===== src/rtl/reg_seq_ctrl_pkg.sv =====
// Shared definitions for the register-file sequencer: phase codes,
// opcode constants and the instruction field layout
// {op[15:12], Rd1[11:8], Rd2[7:4], Wr[3:0]}.
package reg_seq_ctrl_pkg;

    localparam int INSTR_W = 16;

    // Phase codes seen by the register file on pst
    localparam logic [2:0] S0 = 3'b000;  // IDLE
    localparam logic [2:0] S1 = 3'b001;  // DECODE
    localparam logic [2:0] S2 = 3'b010;  // RD1
    localparam logic [2:0] S3 = 3'b011;  // RD2
    localparam logic [2:0] S4 = 3'b100;  // WRADR
    localparam logic [2:0] S5 = 3'b101;  // WRITE
    localparam logic [2:0] S6 = 3'b110;  // DONE
    localparam logic [2:0] S7 = 3'b111;  // HALT/TRAP

    localparam logic [3:0] OP_NOP  = 4'h0;
    localparam logic [3:0] OP_HALT = 4'hF;

    // Instruction field MSB positions; each field extends downward
    localparam int OP_MSB  = 15;
    localparam int RD1_MSB = 11;
    localparam int RD2_MSB = 7;
    localparam int WR_MSB  = 3;

endpackage


===== src/rtl/reg_seq_decode.sv =====
// Combinational field decode of the latched instruction word.
module reg_seq_decode
    import reg_seq_ctrl_pkg::*;
#(
    parameter int ADDRW = 4,
    parameter int OPW   = 4
) (
    input  logic [INSTR_W-1:0] i_instr,
    output logic [OPW-1:0]     o_op,
    output logic [ADDRW-1:0]   o_rd1,
    output logic [ADDRW-1:0]   o_rd2,
    output logic [ADDRW-1:0]   o_wr,
    output logic               o_is_nop,
    output logic               o_is_halt
);

    assign o_op      = i_instr[OP_MSB  -: OPW];
    assign o_rd1     = i_instr[RD1_MSB -: ADDRW];
    assign o_rd2     = i_instr[RD2_MSB -: ADDRW];
    assign o_wr      = i_instr[WR_MSB  -: ADDRW];
    assign o_is_nop  = (o_op == OPW'(OP_NOP));
    assign o_is_halt = (o_op == OPW'(OP_HALT));

endmodule


===== src/rtl/reg_seq_ctrl.sv =====
// Instruction sequencer for the 16x4 register file, ALU and write-back.
// One instruction is accepted in IDLE, then the phase walks
// DECODE, RD1, RD2, WRADR, WRITE, DONE back to IDLE (7 cycles per instruction).
// Optional feature macro: OVF_TRAP_EN -- an ALU overflow on a real write
// traps to S7 until trap_clr; without it overflow/trap_clr are ignored.
//
// state | meaning
// S0    | idle, instr_ready=1, accepting
// S1    | decode latched word
// S2    | read Rd1
// S3    | read Rd2
// S4    | latch write address
// S5    | write (Reg_Write unless NOP)
// S6    | retire, done pulse, counter++
// S7    | halt opcode or overflow trap
module reg_seq_ctrl
    import reg_seq_ctrl_pkg::*;
#(
    parameter int ADDRW = 4,
    parameter int OPW   = 4,
    parameter int CNTW  = 8
) (
    input  logic               clk,
    input  logic               rst_n,
    input  logic               instr_valid,
    input  logic [INSTR_W-1:0] instr,
    output logic               instr_ready,
    input  logic               overflow,
    input  logic               trap_clr,
    output logic [2:0]         pst,
    output logic [ADDRW-1:0]   Rd1,
    output logic [ADDRW-1:0]   Rd2,
    output logic [ADDRW-1:0]   Wr,
    output logic [OPW-1:0]     alu_op,
    output logic               Reg_Write,
    output logic               done,
    output logic               halted,
    output logic               ovf_trap,
    output logic [CNTW-1:0]    retired_cnt
);

    logic [2:0]         r_state;
    logic [2:0]         w_state_nxt;
    logic [INSTR_W-1:0] r_instr;
    logic [CNTW-1:0]    r_cnt;
    logic               w_accept;
    logic               w_is_nop;
    logic               w_is_halt;
    logic [OPW-1:0]     w_op;
    logic [ADDRW-1:0]   w_rd1;
    logic [ADDRW-1:0]   w_rd2;
    logic [ADDRW-1:0]   w_wr;
    logic               w_ovf_hit;

    reg_seq_decode #(
        .ADDRW (ADDRW),
        .OPW   (OPW)
    ) u_decode (
        .i_instr   (r_instr),
        .o_op      (w_op),
        .o_rd1     (w_rd1),
        .o_rd2     (w_rd2),
        .o_wr      (w_wr),
        .o_is_nop  (w_is_nop),
        .o_is_halt (w_is_halt)
    );

    assign w_accept    = instr_valid && (r_state == S0);
    assign instr_ready = (r_state == S0);
    assign Reg_Write   = (r_state == S5) && !w_is_nop;
    assign done        = (r_state == S6);
    assign halted      = (r_state == S7);
    assign pst         = r_state;
    assign Rd1         = w_rd1;
    assign Rd2         = w_rd2;
    assign Wr          = w_wr;
    assign alu_op      = w_op;
    assign retired_cnt = r_cnt;

`ifdef OVF_TRAP_EN
    logic r_ovf_trap;

    // A $0 write is discarded by the register file, so its overflow cannot corrupt state
    assign w_ovf_hit = Reg_Write && (w_wr != '0) && overflow;
    assign ovf_trap  = r_ovf_trap;

    // Trap flag: set on overflow during a real write, cleared by trap_clr
    always_ff @(posedge clk or negedge rst_n) begin
        if (!rst_n) begin
            r_ovf_trap <= 1'b0;
        end else if (w_ovf_hit) begin
            r_ovf_trap <= 1'b1;
        end else if ((r_state == S7) && r_ovf_trap && trap_clr) begin
            r_ovf_trap <= 1'b0;
        end
    end
`else
    logic w_unused_trap;

    assign w_unused_trap = overflow ^ trap_clr;
    assign w_ovf_hit     = 1'b0;
    assign ovf_trap      = 1'b0;
`endif

    // Next-phase selection; a HALT opcode skips straight to S7
    always_comb begin
        w_state_nxt = r_state;
        case (r_state)
            S0: if (instr_valid) w_state_nxt = S1;
            S1: w_state_nxt = w_is_halt ? S7 : S2;
            S2: w_state_nxt = S3;
            S3: w_state_nxt = S4;
            S4: w_state_nxt = S5;
            S5: w_state_nxt = w_ovf_hit ? S7 : S6;
            S6: w_state_nxt = S0;
            S7: begin
`ifdef OVF_TRAP_EN
                if (r_ovf_trap && trap_clr) w_state_nxt = S0;
`endif
            end
            default: w_state_nxt = S0;
        endcase
    end

    // Phase register; reset aborts any sequence at once
    always_ff @(posedge clk or negedge rst_n) begin
        if (!rst_n) begin
            r_state <= S0;
        end else begin
            r_state <= w_state_nxt;
        end
    end

    // Instruction latch, loaded only on an accepted handshake
    always_ff @(posedge clk or negedge rst_n) begin
        if (!rst_n) begin
            r_instr <= '0;
        end else if (w_accept) begin
            r_instr <= instr;
        end
    end

    // Retired-instruction counter, wraps naturally
    always_ff @(posedge clk or negedge rst_n) begin
        if (!rst_n) begin
            r_cnt <= '0;
        end else if (r_state == S6) begin
            r_cnt <= r_cnt + 1'b1;
        end
    end

endmodule


===== config.mk =====
export PLATFORM = sky130hd
export DESIGN_NAME = reg_seq_ctrl
export DESIGN_NICKNAME = d
export VERILOG_FILES = /design/src/rtl/reg_seq_ctrl_pkg.sv /design/src/rtl/reg_seq_decode.sv /design/src/rtl/reg_seq_ctrl.sv
export SDC_FILE = /design/constraint.sdc
export NUM_CORES = 1
export LEC_CHECK = 0
export ABC_AREA = 1
export BUFFER_PORTS_ARGS = -buffer_cell sky130_fd_sc_hd__clkbuf_2
export CORE_MARGIN = 3
export CORE_UTILIZATION = 30
export CTS_CLUSTER_DIAMETER = 200
export DETAILED_ROUTE_END_ITERATION = 7
export PLACE_DENSITY_LB_ADDON = 0.12
export SKIP_CTS_REPAIR_TIMING = 1
export SLEW_MARGIN = 20
export SYNTH_ARGS = -nofsm -noshare
export SYNTH_HDL_FRONTEND = slang
export SYNTH_SLANG_ARGS = --single-unit
export TNS_END_PERCENT = 10

===== constraint.sdc =====
create_clock -name clk -period 1.5 [get_ports clk]
set_input_delay 0.3 -clock clk [delete_from_list [all_inputs] [get_ports clk]]
set_output_delay 0.3 -clock clk [all_outputs]
set_load 0.01 [all_outputs]

==> flow_metrics.py, run 1 <==
metrics = {
    "setup_path": {
        "r2r-end": "r_instr[3]$_DFFE_PN0P_",
        "criticalPathCategory": "reg2out",
        "endpoint_kind": "primary output",
        "crit_required_ns": 1.20,
        "cp-start-kind": "flop",
        "crit_path_cell_trace": "nor4_2 > nor2_1 > clkbuf_2",
        "critPathLaunch": "r_instr[13]$_DFFE_PN0P_",
        "reg2reg_depth": 7,
        "critPathCapture": "Reg_Write",
        "arrival_ns": 1.21,
        "rrSetupSlack_ns": 0.21,
        "max_stage_delay_ns": 0.42,
        "cp_slowest_cell": "dfrtp_1",
        "r2r-start": "pst[0]$_DFFE_PN0P_",
        "cp_max_fo": 4,
    },
    "synth": {
        "synth.distinct_cells": 26,
        "syn_area_sq_um": 1305,
        "synth_top_area_cell": "dfrtp_1",
        "synth.avg_cell_area_sq_um": 8.758,
        "ys_warn_count": 0,
        "synth_edf_count": 0,
        "ys_ff_latch": 27,
        "ys.flop_type": "dfrtp_1",
        "yosys-top-cells-area": "dfrtp_1 (52%), nand2_1 (16%), nand3_1 (8.1%), inv_1 (3.2%), nor2_4 (2.6%)",
        "synthTopCellsByCount": "nand2_1 (57), dfrtp_1 (27), nand3_1 (21), inv_1 (11), nor2_1 (6)",
        "synth_top_area_share_pct": 51.77,
        "yosysSeqAreaShare_pct": 51.77,
        "synth_fp_nets": 171,
        "yosysMostFrequentCell": "nand2_1",
        "synth_cells": 149,
        "async_flop_share_pct": 100.0,
    },
    "timing": {
        "hold_viol_final": 0,
        "drv_slew": 0,
        "tns_ns": -0.009381,
        "fin_crit_sh_pct": 100.6,
        "max_freq_ghz": 0.6625,
        "setup_ws_ns": -0.009381,
        "rsz0062_at_grt": "true",
        "clock_skew_ns": 0.005232,
        "whs_ns": 0.01499,
        "layout_min_cycle_time_ns": 1.509,
        "finalSetupViolCount": 1,
    },
    "routing": {
        "wl_mm": 3.014,
        "drtPass1Iterations": 4,
        "wl_per_cell_microns": 11.87,
        "drc": 0,
        "drtIter0Drc": 40,
        "routed_via_density": 4.500,
        "vias": 1143,
        "ant_nets": 0,
    },
    "outcome": {
        "violations": "setup timing",
        "status": "complete, but fails checks",
    },
    "placement": {
        "port_buffers": 49,
        "place_area_sq_um": 1580,
        "hpwl_mm": 2.214,
        "dp.cells": 244,
        "gp_congestion": 0.8173,
        "place_ws_ns": 0.1554,
    },
    "cts": {
        "clock_sinks": 27,
        "cts_tree": "built",
        "clockBufferDepth": 2,
        "h-tree-depth": 1,
        "cts_root_buf": "clkbuf_8",
        "cts_made_buffers": 3,
        "clkTransAtPathRegs_ns": 0.09,
        "clk_latency_ns": 0.27,
    },
    "grt": {
        "grt_max_degree": 28,
        "antenna_found_initial": 0,
        "grt.overflow.total": 0,
        "track_usage_pct": 12.27,
        "grt_pass1_wl_mm": 5.140,
        "grt_pass1_vias": 1169,
    },
    "floorplan": {
        "core-area_sq_um": 4086,
        "rows": 23,
        "ios": 53,
        "die_w_microns": 71.96,
        "die_y_microns": 71.96,
        "initial_utilization_pct": 31.94,
        "dieArea_sq_um": 5178,
    },
    "cells_and_area": {
        "fillers": 442,
        "fin_cells": 254,
        "utilization_pct": 41.43,
        "nNetsFinal": 227,
        "syn_to_final_growth_pct": 29.72,
        "drive_gt1_share_pct": 36.76,
        "final_area_sq_um": 1693,
        "regArea_sq_um": 678.2,
        "multi_input_area_sq_um": 541.8,
        "antenna_cells": 0,
    },
    "hold_path": {
        "hp-class": "in2async",
    },
    "pwr": {
        "p_int_mw": 1.785,
        "power.density_nw_per_um2": 1847,
        "power_frac_seq_pct": 42.2,
        "ir_worst_vdd_uv": 667.4,
        "p_switching_mw": 1.341,
        "p_total_mw": 3.126,
        "p_leak_nw": 0.9394,
        "switching_share_pct": 42.89,
        "p_comb_share_pct": 44.7,
        "power_frac_clock_pct": 13.1,
    },
    "flow_run": {
        "cap_violations": 0,
    },
}
## routing by layer
| layer | share of wire [%] | GRT usage (%) |
|---|---|---|
| met4 | 1.1 | 4.593 |
| met1 | 43 | 15.51 |
| met5 | 0 | 0 |
| met3 | 5.5 | 2.632 |
| met2 | 50 | 20.61 |
## state kept, by name, indices dropped and copies added, names as in the netlist
signal and cells:
pst 3, r_instr 16, retired_cnt 8
## placed cells by master, fill, tap and decap left out, drive strengths merged
cell type,n
nor3,1
nor4,1
o211ai,1
xor2,2
ha,1
buf,8
conb,1
nand3,23
dfrtp,27
o21ai,1
nor2,9
inv,12
a21oi,1
o22ai,1
nand4,2
clkinv,2
nand2,59
clkbuf,51
xnor2,1
## cell families after synthesis
group / synth area share, %
flip-flops: 51.77
adder cells (fa/ha/maj): 0.9586
buffers and inverters: 7.191
XOR/XNOR: 2.014
AO/OA/AOI/OAI: 1.821
AND/OR/NAND/NOR: 35.95
other: 0.2874
## power by group through the flow
stage	logic [mW]	clock network [mW]	registers [mW]
after global placement	1.24	0	1.31
after detailed placement	1.27	0	1.32
after floorplan	0.680	0	1.42
final	1.40	0.411	1.32
after global routing	1.57	0.462	1.38
after CTS	1.27	0.437	1.31
## final cells by class
| cell class | instances | area share, % |
|---|---|---|
| flip-flops and latches | 27 | 40.06 |
| multi-input cells | 104 | 32.00 |
| clock inverters | 1 | 0.2956 |
| repair buffers | 56 | 17.59 |
| inverters | 13 | 3.917 |
| well taps | 50 | 3.695 |
| clock buffers | 3 | 2.439 |
## critical path, delay by kind of cell, from the launching register on
kind          cells  cell delay (ns)
buf+inv           1             0.13
flops             1             0.42
simple gates      2             0.39
## how the worst min path moves through the flow
stage	from	endpoint
after global routing	rst_n	r_instr[0]$_DFFE_PN0P_
final	rst_n	retired_cnt[1]$_DFFE_PN0P_
after CTS	rst_n	retired_cnt[7]$_DFFE_PN0P_
after global placement	rst_n	retired_cnt[0]$_DFFE_PN0P_
after floorplan	rst_n	pst[0]$_DFFE_PN0P_
after detailed placement	rst_n	retired_cnt[5]$_DFFE_PN0P_
Note: power is estimated with default switching activity, not from simulation.
==> run 2: changes to the inputs <==
--- a/config.mk
+++ b/config.mk
@@ -12,7 +12,6 @@
 export CTS_CLUSTER_DIAMETER = 200
 export DETAILED_ROUTE_END_ITERATION = 7
 export PLACE_DENSITY_LB_ADDON = 0.12
-export SKIP_CTS_REPAIR_TIMING = 1
 export SLEW_MARGIN = 20
 export SYNTH_ARGS = -nofsm -noshare
 export SYNTH_HDL_FRONTEND = slang
==> flow_metrics.py, run 2 (synthesis results as in run 1) <==
metrics = {
    "timing": {
        "rsz0062_at_grt": "true",
        "drv_slew": 0,
        "clock_skew_ns": 0.006048,
        "fin_crit_sh_pct": 101.3,
        "max_freq_ghz": 0.6583,
        "layout_min_cycle_time_ns": 1.519,
        "hold_viol_final": 0,
        "finalSetupViolCount": 1,
        "setup_ws_ns": -0.01909,
    },
    "setup_path": {
        "critPathLaunch": "r_instr[13]$_DFFE_PN0P_",
        "cp_slowest_cell": "dfrtp_1",
        "r2r-start": "pst[1]$_DFFE_PN0P_",
        "cp_num_buf_inv": 1,
        "crit_family": "flip-flops",
        "reg2reg_depth": 7,
        "endpoint_kind": "primary output",
        "criticalPathCategory": "reg2out",
        "arrival_ns": 1.22,
        "crit_path_cell_trace": "nor4_2 > nor2_1 > clkbuf_2",
        "max_stage_delay_ns": 0.42,
        "cp.depth": 3,
        "crit_required_ns": 1.20,
        "cp_max_fo": 4,
        "cp-start-kind": "flop",
    },
    "cts": {
        "cts_root_buf": "clkbuf_8",
        "clk_latency_ns": 0.27,
        "clkTransAtPathRegs_ns": 0.09,
        "h-tree-depth": 1,
        "postCtsHoldBufs": 0,
        "clock_sinks": 27,
        "cts_made_buffers": 3,
        "cts_tree": "built",
        "clockBufferDepth": 2,
    },
    "cells_and_area": {
        "nNetsFinal": 223,
        "fin_cells": 250,
        "mostFrequentLayoutCell": "nand2_1",
        "regMostFlops": "r_instr",
        "drive_gt1_share_pct": 36.00,
        "largest_register_ffs": 16,
        "final_cell_mix": "nand2_1 (57), clkbuf_2 (48), dfrtp_1 (24)",
        "syn_to_final_growth_pct": 27.61,
        "antenna_cells": 0,
        "fillers": 445,
    },
    "pwr": {
        "p_total_mw": 3.057,
        "power.density_nw_per_um2": 1836,
        "p_leak_nw": 0.9189,
        "ir_worst_vdd_uv": 587.2,
    },
    "grt": {
        "grt_max_degree": 28,
        "antenna_found_initial": 0,
        "grt.overflow.total": 0,
        "track_usage_pct": 12.45,
        "grt_pass1_wl_mm": 5.202,
        "grt_pass1_vias": 1188,
    },
    "routing": {
        "drtIter0Drc": 38,
        "wl_mm": 3.003,
        "ant_nets": 0,
        "drtPass1Iterations": 4,
        "routed_via_density": 4.536,
        "vias": 1134,
        "drc": 0,
        "wl_per_cell_microns": 12.01,
    },
    "floorplan": {
        "die_w_microns": 71.96,
        "initial_utilization_pct": 31.94,
        "rows": 23,
        "ios": 53,
        "core-area_sq_um": 4086,
        "die_y_microns": 71.96,
        "dieArea_sq_um": 5178,
    },
    "outcome": {
        "status": "complete, but fails checks",
        "violations": "setup timing",
    },
    "placement": {
        "dp.cells": 244,
        "hpwl_mm": 2.214,
        "gp_congestion": 0.8173,
        "port_buffers": 49,
        "place_ws_ns": 0.1554,
    },
    "hold_path": {
        "hp-class": "in2async",
    },
    "flow_run": {
        "cap_violations": 0,
    },
}
==> run 2: cell count changes in the layout (fill, tap and decap cells not counted), sizes merged <==
cell  change
buf       -4
==> run 2: final timing paths <==
path                                              end  slack (ns)
setup reg to reg           retired_cnt[4]$_DFFE_PN0P_        0.25
hold reg to reg                r_instr[4]$_DFFE_PN0P_        0.48
min in group clk               r_instr[9]$_DFFE_PN0P_        0.25
setup / recovery                            Reg_Write       -0.02
max in group asynchronous          pst[2]$_DFFE_PN0P_        1.20
hold / removal             retired_cnt[1]$_DFFE_PN0P_        0.02
==> run 2: where the power goes <==
| group | total (mW) | internal [mW] | switching, mW |
|---|---|---|---|
| combinational | 1.33 | 0.530 | 0.800 |
| sequential | 1.32 | 1.02 | 0.299 |
| clock | 0.407 | 0.186 | 0.221 |
==> run 2: metrics by stage <==
stage	util, %	hold WS, ns	TNS (ns)	instance area (sq um)
global placement	38.67	0.3222	0	1580
global route	40.75	0.02687	-0.09834	1665
finish	40.75	0.01812	-0.01909	1665
detailed placement	38.67	0.3275	0	1580
CTS	40.26	0.02588	-0.07441	1645
floorplan	-	0.004409	0	1305
==> run 2: metal layers <==
layer	share of wire, %	global-route usage (%)	up-vias
met4	2.0	4.802	0
li1	-	-	572
met3	5.8	2.493	8
met1	44	15.51	514
met5	0	0	-
met2	48	21.22	40
==> run 2: timing repair <==
| action | CTS | global route |
|---|---|---|
| endpoints found under the setup margin | 4 | 3 |
| pin swaps | 1 | 1 |
| buffers inserted | 1 | 1 |
| endpoints found under the hold margin | 0 | 0 |
| resized for setup | 4 | 6 |
==> run 2: worst register-to-register path: cells and delay by family, from the launching register on <==
| family | cells | cell delay, ns |
|---|---|---|
| buffers and inverters | 3 | 0.39 |
| DFF | 1 | 0.45 |
| and+or+nand+nor | 4 | 0.32 |
==> run 2: final cells by class <==
cell class | count | area, sq um | area share [%]
clock buffers | 3 | 41.29 | 2.479
clock inverters | 1 | 5.005 | 0.3005
inverters | 13 | 61.31 | 3.681
multi-input cells | 104 | 541.8 | 32.53
flip-flops and latches | 27 | 679.4 | 40.80
well taps | 50 | 62.56 | 3.757
repair buffers | 52 | 274.0 | 16.45
